[config.mk]
export PLATFORM = sky130hd
export DESIGN_NAME = forward_hazard_unit
export DESIGN_NICKNAME = d
export VERILOG_FILES = /design/src/rtl/forward_hazard_unit_pkg.sv /design/src/rtl/forward_hazard_unit_fwd_select.sv /design/src/rtl/forward_hazard_unit.sv
export SDC_FILE = /design/constraint.sdc
export NUM_CORES = 1
export LEC_CHECK = 0
export BUFFER_PORTS_ARGS = -buffer_cell sky130_fd_sc_hd__buf_2
export CAP_MARGIN = 20
export CELL_PAD_IN_SITES_DETAIL_PLACEMENT = 1
export CELL_PAD_IN_SITES_GLOBAL_PLACEMENT = 2
export CORE_MARGIN = 4
export CORE_UTILIZATION = 30
export DETAILED_ROUTE_END_ITERATION = 8
export PLACE_DENSITY_LB_ADDON = 0.1
export SYNTH_ARGS = -nofsm -noshare
export SYNTH_HDL_FRONTEND = slang
export SYNTH_HIERARCHICAL = 1
export SYNTH_SLANG_ARGS = --single-unit
export TNS_END_PERCENT = 10
[constraint.sdc]
create_clock -name clk -period 1.85 [get_ports clk]
set_input_delay 0.185 -clock clk [delete_from_list [all_inputs] [get_ports clk]]
set_output_delay 0.185 -clock clk [all_outputs]
set_load 0.03 [all_outputs]
[src/rtl/forward_hazard_unit_pkg.sv]
// rtl/forward_hazard_unit_pkg.sv - shared forward select codes and register index width
package forward_hazard_unit_pkg;

  localparam int REG_ADDR_W = 5;

  localparam logic [1:0] FWD_IDEX  = 2'b00;
  localparam logic [1:0] FWD_WB    = 2'b01;
  localparam logic [1:0] FWD_EXMEM = 2'b10;

endpackage

[src/rtl/forward_hazard_unit_fwd_select.sv]
// rtl/forward_hazard_unit_fwd_select.sv - priority compare producing the forward select for one source
module forward_hazard_unit_fwd_select
  import forward_hazard_unit_pkg::*;
#(
  parameter int ADDR_W = 5
) (
  input  logic              uses,
  input  logic [ADDR_W-1:0] rs,
  input  logic              ex_valid,
  input  logic              ex_reg_write,
  input  logic [ADDR_W-1:0] ex_rd,
  input  logic              mem_valid,
  input  logic              mem_reg_write,
  input  logic [ADDR_W-1:0] mem_rd,
  output logic [1:0]        sel
);

  logic hit_e;
  logic hit_m;

  // x0 is hardwired to zero, so a write to it is never a producer.
  assign hit_e = ex_valid & ex_reg_write & (ex_rd != '0) & (ex_rd == rs);
  assign hit_m = mem_valid & mem_reg_write & (mem_rd != '0) & (mem_rd == rs);

  always_comb begin
    sel = FWD_IDEX;
    if (uses & hit_e) begin
      sel = FWD_EXMEM;
    end else if (uses & hit_m) begin
      sel = FWD_WB;
    end
  end

endmodule

[src/rtl/forward_hazard_unit.sv]
// rtl/forward_hazard_unit.sv - registered forward selects, load-use stall and flush handling
module forward_hazard_unit
  import forward_hazard_unit_pkg::*;
#(
  parameter int REG_ADDR_W = 5,
  parameter int CNT_W      = 32
) (
  input  logic                  clk,
  input  logic                  rst_n,
  input  logic                  id_valid,
  input  logic [REG_ADDR_W-1:0] id_rs1,
  input  logic [REG_ADDR_W-1:0] id_rs2,
  input  logic                  id_uses_rs1,
  input  logic                  id_uses_rs2,
  input  logic [REG_ADDR_W-1:0] id_rd,
  input  logic                  id_reg_write,
  input  logic                  id_mem_read,
  input  logic                  flush,
  output logic [1:0]            ForwardA,
  output logic [1:0]            ForwardB,
  output logic                  ex_valid,
  output logic                  stall,
  output logic [CNT_W-1:0]      stall_count
);

  logic                  ex_reg_write;
  logic                  ex_mem_read;
  logic [REG_ADDR_W-1:0] ex_rd;
  logic                  mem_valid;
  logic                  mem_reg_write;
  logic [REG_ADDR_W-1:0] mem_rd;

  logic       advance;
  logic [1:0] sel_a;
  logic [1:0] sel_b;

  // Only a load still in EX is too young to forward; one cycle later MEM covers it.
  assign stall = id_valid & ~flush & ex_valid & ex_mem_read & (ex_rd != '0) &
                 ((id_uses_rs1 & (ex_rd == id_rs1)) | (id_uses_rs2 & (ex_rd == id_rs2)));

  assign advance = id_valid & ~stall & ~flush;

  forward_hazard_unit_fwd_select #(.ADDR_W(REG_ADDR_W)) u_sel_a (
    .uses          (id_uses_rs1),
    .rs            (id_rs1),
    .ex_valid      (ex_valid),
    .ex_reg_write  (ex_reg_write),
    .ex_rd         (ex_rd),
    .mem_valid     (mem_valid),
    .mem_reg_write (mem_reg_write),
    .mem_rd        (mem_rd),
    .sel           (sel_a)
  );

  forward_hazard_unit_fwd_select #(.ADDR_W(REG_ADDR_W)) u_sel_b (
    .uses          (id_uses_rs2),
    .rs            (id_rs2),
    .ex_valid      (ex_valid),
    .ex_reg_write  (ex_reg_write),
    .ex_rd         (ex_rd),
    .mem_valid     (mem_valid),
    .mem_reg_write (mem_reg_write),
    .mem_rd        (mem_rd),
    .sel           (sel_b)
  );

  always_ff @(posedge clk or negedge rst_n) begin
    if (!rst_n) begin
      ForwardA      <= FWD_IDEX;
      ForwardB      <= FWD_IDEX;
      ex_valid      <= 1'b0;
      ex_reg_write  <= 1'b0;
      ex_mem_read   <= 1'b0;
      ex_rd         <= '0;
      mem_valid     <= 1'b0;
      mem_reg_write <= 1'b0;
      mem_rd        <= '0;
      stall_count   <= '0;
    end else begin
      mem_valid     <= ex_valid;
      mem_reg_write <= ex_reg_write;
      mem_rd        <= ex_rd;
      if (advance) begin
        ForwardA     <= sel_a;
        ForwardB     <= sel_b;
        ex_valid     <= 1'b1;
        ex_reg_write <= id_reg_write;
        ex_mem_read  <= id_mem_read;
        ex_rd        <= id_rd;
      end else begin
        ForwardA     <= FWD_IDEX;
        ForwardB     <= FWD_IDEX;
        ex_valid     <= 1'b0;
        ex_reg_write <= 1'b0;
        ex_mem_read  <= 1'b0;
        ex_rd        <= id_rd;
      end
      if (stall && (stall_count != {CNT_W{1'b1}})) begin
        stall_count <= stall_count + 1'b1;
      end
    end
  end

endmodule

==> Yosys cells after proc, flatten, opt, wreduce, memory -nomap -nowiden <==
Index checks and enable logic that the tools add are counted.
{ "word_totals": {"regBits": 51, "output_inout_bits": 38} }
{ "op_classes": {"add_sub_neg": 1, "eq_ne": 5, "n_mux": 9, "bitwise": 24, "reduce_logical": 3} }
{ "ops": {"columns": ["cell", "n"], "rows": [
  ["adder 32 x 1 -> 32 bit (second input constant)", 1],
  ["inequality test 32 bit (second input constant)", 1],
  ["AND 1 bit", 21],
  ["equality test 5 bit", 4],
  ["nonzero test 5 bit", 2],
  ["2-to-1 mux 2 bit", 4],
  ["2-to-1 mux 1 bit", 5],
  ["inverter 1 bit", 2],
  ["logical AND 1 bit", 1],
  ["bitwise OR 1 bit", 1]
]} }

==> Longest topological paths before layout <==
{ "logic_depth": {"depth_word": 10, "mapped_depth": 8} }

==> Hierarchy <==
Netlist, hierarchy kept.
{ "by_module_without_submodules": {"columns": ["mod", "instances", "cells_per_inst", "area_per_inst_um2", "seq_area_each_um2"], "rows": [
  ["forward_hazard_unit", 1, 198, 2242.2, 1276.2],
  ["forward_hazard_unit_fwd_select", 2, 22, 168.9, 0.0]
]} }

==> Worst setup path after synthesis <==
No wires, ideal clock.
{ "synth_timing": {"path_type": "flip-flop to flip-flop", "start": "register stall_count[0]", "end": "register stall_count[8]", "setup_time_ns": 0.137, "arrival_ns": 1.943, "required_time_ns": 1.713, "path_slack_ns": -0.230, "stages_incl_launch_ff": 9, "synth_period_minus_slack_ns": 2.080, "cell_sequence": "dfrtp_1 ha_1 nand4_2 nor3_1 nand3_1 nand3_2 buf_4 nor3_1 xor2_1"} }
{ "synth_between": {"elab_chain_len": 2, "word_cells_on_any_way": 3, "classes_between": "1 x add/sub; 1 x eq/ne; 1 x reduce/logical"} }
{ "synth_rtl": {"columns": ["item", "line", "source"], "rows": [
  ["start, declared", "forward_hazard_unit.sv:23", "output logic [CNT_W-1:0] stall_count"],
  ["start signal, assigned", "forward_hazard_unit.sv:99", "stall_count <= stall_count + 1'b1;"],
  ["parallel branches: the longest is 2 deep, another holds adder 32 x 1 -> 32 bit", null, null]
]} }
Parallel ways; which one is timed is not known.
A chain may end at the register's enable or synchronous reset.

==> Worst setup path after layout <==
{ "layout_timing": {"start": "register ex_rd[3]", "end": "output stall"} }
{ "layout_between": {"elab_chain_len": 4, "word_cells_on_any_way": 8, "classes_between": "2 x eq/ne; 5 x bitwise; 1 x reduce/logical"} }
{ "layout_rtl": {"columns": ["item", "line", "source"], "rows": [
  ["start, declared", "forward_hazard_unit.sv:28", "logic [REG_ADDR_W-1:0] ex_rd;"],
  ["start signal, assigned", "forward_hazard_unit.sv:89", "ex_rd <= id_rd;"],
  ["start signal, assigned", "forward_hazard_unit.sv:96", "ex_rd <= id_rd;"],
  ["equality test 5 bit", "forward_hazard_unit.sv:39", "((id_uses_rs1 & (ex_rd == id_rs1)) | (id_uses_rs2 & (ex_rd == id_rs2)));"],
  ["AND 1 bit", "forward_hazard_unit.sv:39", null],
  ["bitwise OR 1 bit", "forward_hazard_unit.sv:39", null],
  ["AND 1 bit (*)", "forward_hazard_unit.sv:38", "assign stall = id_valid & ~flush & ex_valid & ex_mem_read & (ex_rd != '0) &"],
  ["end, declared", "forward_hazard_unit.sv:22", "output logic stall,"]
]} }
Every way passes the cells marked *; elsewhere a longest branch is shown, timed or not.

==> results.yml <==
global_routing:
  grt_max_degree: 27
  grt_pass1_wl_um: 12800
  grtUsageTotal_pct: 15.7
  grt_pass1_vias: 2517
  overflow: 0
  antenna_found_initial: 0
layout:
  area_delta_synth_final_pct: 45.4
  fillers: 969
  utilization_pct: 45.2
  layout.cells.non_filler: 476
  seq_area_um2: 1280
  mostFrequentLayoutCell: "buf_2"
  drive_above_1_share_pct: 44.7
  num_antenna_cells: 0
  multi_input_area_um2: 1380
  final_nets: 394
  final_cell_mix: "buf_2, buf_4, dfrtp_1"
power_and_ir_drop:
  leakagePower_nw: 1.84
  power_mw: 2.13
  power_density_nw_per_um2: 569
  ir_drop_mv: 0.289
detailed_routing:
  wl_um: 7650
  wl_met1_um: 3470
  dr.pass1.iters: 6
  vias: 2252
  routed.top_layer: "met4"
  ant_nets: 0
  routed_via_density: 4.73
  wl_met2_um: 3910
  drt_first_iter_violations: 51
  wl_per_cell_um: 16.1
  met3WireLength_um: 210
  drcViolationCount: 0
worst_setup_path:
  start_kind: "flop"
  ff2ff_path_depth: 7
  ff2ff_setup_slack_ns: 0.04
  end_kind: "output port"
  worstSetupPathType: "reg -> out"
  cp_data_required_time_ns: 1.66
  r2r_start: "ex_rd[3]$_DFF_PN0_"
  cp_slowest_cell: "dfrtp_2"
  worstReg2RegEnd: "stall_count[24]$_DFFE_PN0P_"
  crit_family: "flip-flops"
  crit_fanout: 5
  cp_cell_sequence: "xnor2_2 > nand4_1 > o22ai_2 > and2_4 > buf_6"
  critical-path-max-stage-delay_ns: 0.48
  worstPathArrival_ns: 1.64
  critPathBufInv: 1
timing:
  fin_crit_ns: 1.83
  fmax_mhz: 547
  maxSlewHeadroom_pct: 60.1
  setup_tns_ns: 0
  finalMaxSlewViolations: 0
  finalSetupViolCount: 0
  hold_violations: 0
  rsz0062_at_grt: "yes"
  period_share_pct: 98.7
  worstMarginPinSlew_ns: 0.598
  fin_skew_ns: 0.00723
die:
  ios: 61
  die_area_um2: 10100
  rows: 33
  start_util_pct: 31.1
  core-area_um2: 8300
  die_y_um: 101
  die_w_um: 101
clock_network:
  clock_latency_ns: 0.30
  htreeDepth: 2
  cts.sinks: 51
  cts_tree: "built"
  cts-buffers-inserted: 5
  clockBufferDepth: 2
  cts_root_buf: "clkbuf_8"
  clk_pin_slew_worst_paths_ns: 0.10
logic_synthesis:
  yosys_warnings: 6
  synth_cells: 242
  ys_ff_latch: 51
  synthDistinctLibCells: 30
  synth_nets: 266
  avgSynthCellArea_um2: 10.7
  ys_seq_area_share_pct: 49.5
  synth_area_um2: 2580
run_status:
  status: "complete, no violations"
worst_hold_path:
  hp-start: "id_rd[1]"
  hp-class: "in -> reg"
  holdPathEnd: "ex_rd[1]$_DFF_PN0_"
  min_path_cells: 1
placed_design:
  hpwl_um: 5990
  dpl.cell_count: 459
  port_buffers: 60
  gp_congestion: 0.796
flow_run:
  cap_violations: 0
worst max-delay path by stage:
stage | start | to | cells past startpoint
after detailed placement | stall_count[0]$_DFFE_PN0P_ | stall_count[30]$_DFFE_PN0P_ | 7
after global routing | ex_rd[3]$_DFF_PN0_ | stall_count[6]$_DFFE_PN0P_ | 7
final | ex_rd[3]$_DFF_PN0_ | stall | 5
after global placement | stall_count[0]$_DFFE_PN0P_ | stall_count[28]$_DFFE_PN0P_ | 7
after floorplan | stall_count[0]$_DFFE_PN0P_ | stall_count[20]$_DFFE_PN0P_ | 7
after CTS | ex_rd[3]$_DFF_PN0_ | stall_count[30]$_DFFE_PN0P_ | 7
sequential cells by signal (all words and copies together) (netlist names):
register and cells:
ex_valid 1, mem_rd 5, ex_rd 5, stall_count 32, mem_valid 1, mem_reg_write 1, ex_mem_read 1, ex_reg_write 1
ForwardA 2, ForwardB 2
power by group:
part	internal, mW	switching (mW)	total (mW)
Clock	0.403	0.380	0.784
Sequential	1.13	0.0181	1.15
Combinational	0.0973	0.104	0.201
Total	1.63	0.502	2.13
stage by stage:
step	area (µm²)	worst slack, ns	hold WS [ns]
after floorplan	2600	-0.0737	-0.111
after global placement	3430	-0.0499	0.239
after detailed placement	3430	-0.0662	0.247
after CTS	3630	0.000531	0.0174
after global routing	3750	-0.0916	0.00810
final	3750	0.0232	0.0258
cell usage after synthesis:
| cell | n | area (µm²) |
|---|---|---|
| a21oi_1 | 3 | 15.0 |
| a222oi_1 | 2 | 20.0 |
| and2_1 | 10 | 62.6 |
| and3_1 | 8 | 50.1 |
| buf_2 | 1 | 5.00 |
| buf_4 | 1 | 7.51 |
| dfrtp_1 | 51 | 1280 |
| ha_1 | 1 | 12.5 |
| inv_1 | 10 | 37.5 |
| mux2_2 | 1 | 11.3 |
| nand2_1 | 14 | 52.6 |
| nand2b_1 | 2 | 12.5 |
| nand3_1 | 17 | 85.1 |
| nand3_2 | 2 | 20.0 |
| nand4_1 | 10 | 62.6 |
| nand4_2 | 2 | 25.0 |
| nand4b_1 | 1 | 8.76 |
| nor2_1 | 18 | 67.6 |
| nor2b_1 | 2 | 12.5 |
| nor3_1 | 11 | 55.1 |
| nor3_2 | 4 | 40.0 |
| nor4_1 | 6 | 37.5 |
| nor4_2 | 4 | 50.1 |
| o2111a_1 | 2 | 22.5 |
| o2111a_2 | 2 | 25.0 |
| o2111ai_1 | 2 | 17.5 |
| o22ai_2 | 1 | 12.5 |
| or3_4 | 1 | 11.3 |
| xnor2_1 | 33 | 289 |
| xor2_1 | 20 | 175 |
cell families (layout without fill, tap and decap cells):
family / after synthesis / in the layout / share of synthesized area (%)
compound gates: 12 / 12 / 4.36
xor+xnor: 53 / 53 / 18.0
fa+ha+maj: 1 / 1 / 0.485
buf+inv: 12 / 141 / 1.94
flops: 51 / 51 / 49.5
mux: 1 / 1 / 0.436
simple gates: 112 / 112 / 25.3
layer usage:
| metal | up-vias | global-route usage (%) |
|---|---|---|
| met3 | 5 | 2.49 |
| met2 | 34 | 27.9 |
| met4 | 0 | 3.42 |
| met1 | 1117 | 20.0 |
| li1 | 1096 | - |
| met5 | - | 0 |
final cells by class:
cell class,count,share of cell area [%]
flip-flops and latches,51,34.2
repair buffers,123,21.5
inverters,10,1.00
clock buffers,5,1.83
clock inverters,3,1.17
multi-input cells,179,36.8
well taps,105,3.50
what timing repair did:
item | CTS | global route
hold endpoints to repair | 28 | 0
hold buffers | 5 | 0
pin swaps | 4 | 14
gates resized for setup | 9 | 23
buffers inserted | 1 | 3
setup endpoints to repair | 22 | 29
(Power assumes the default switching activity.)
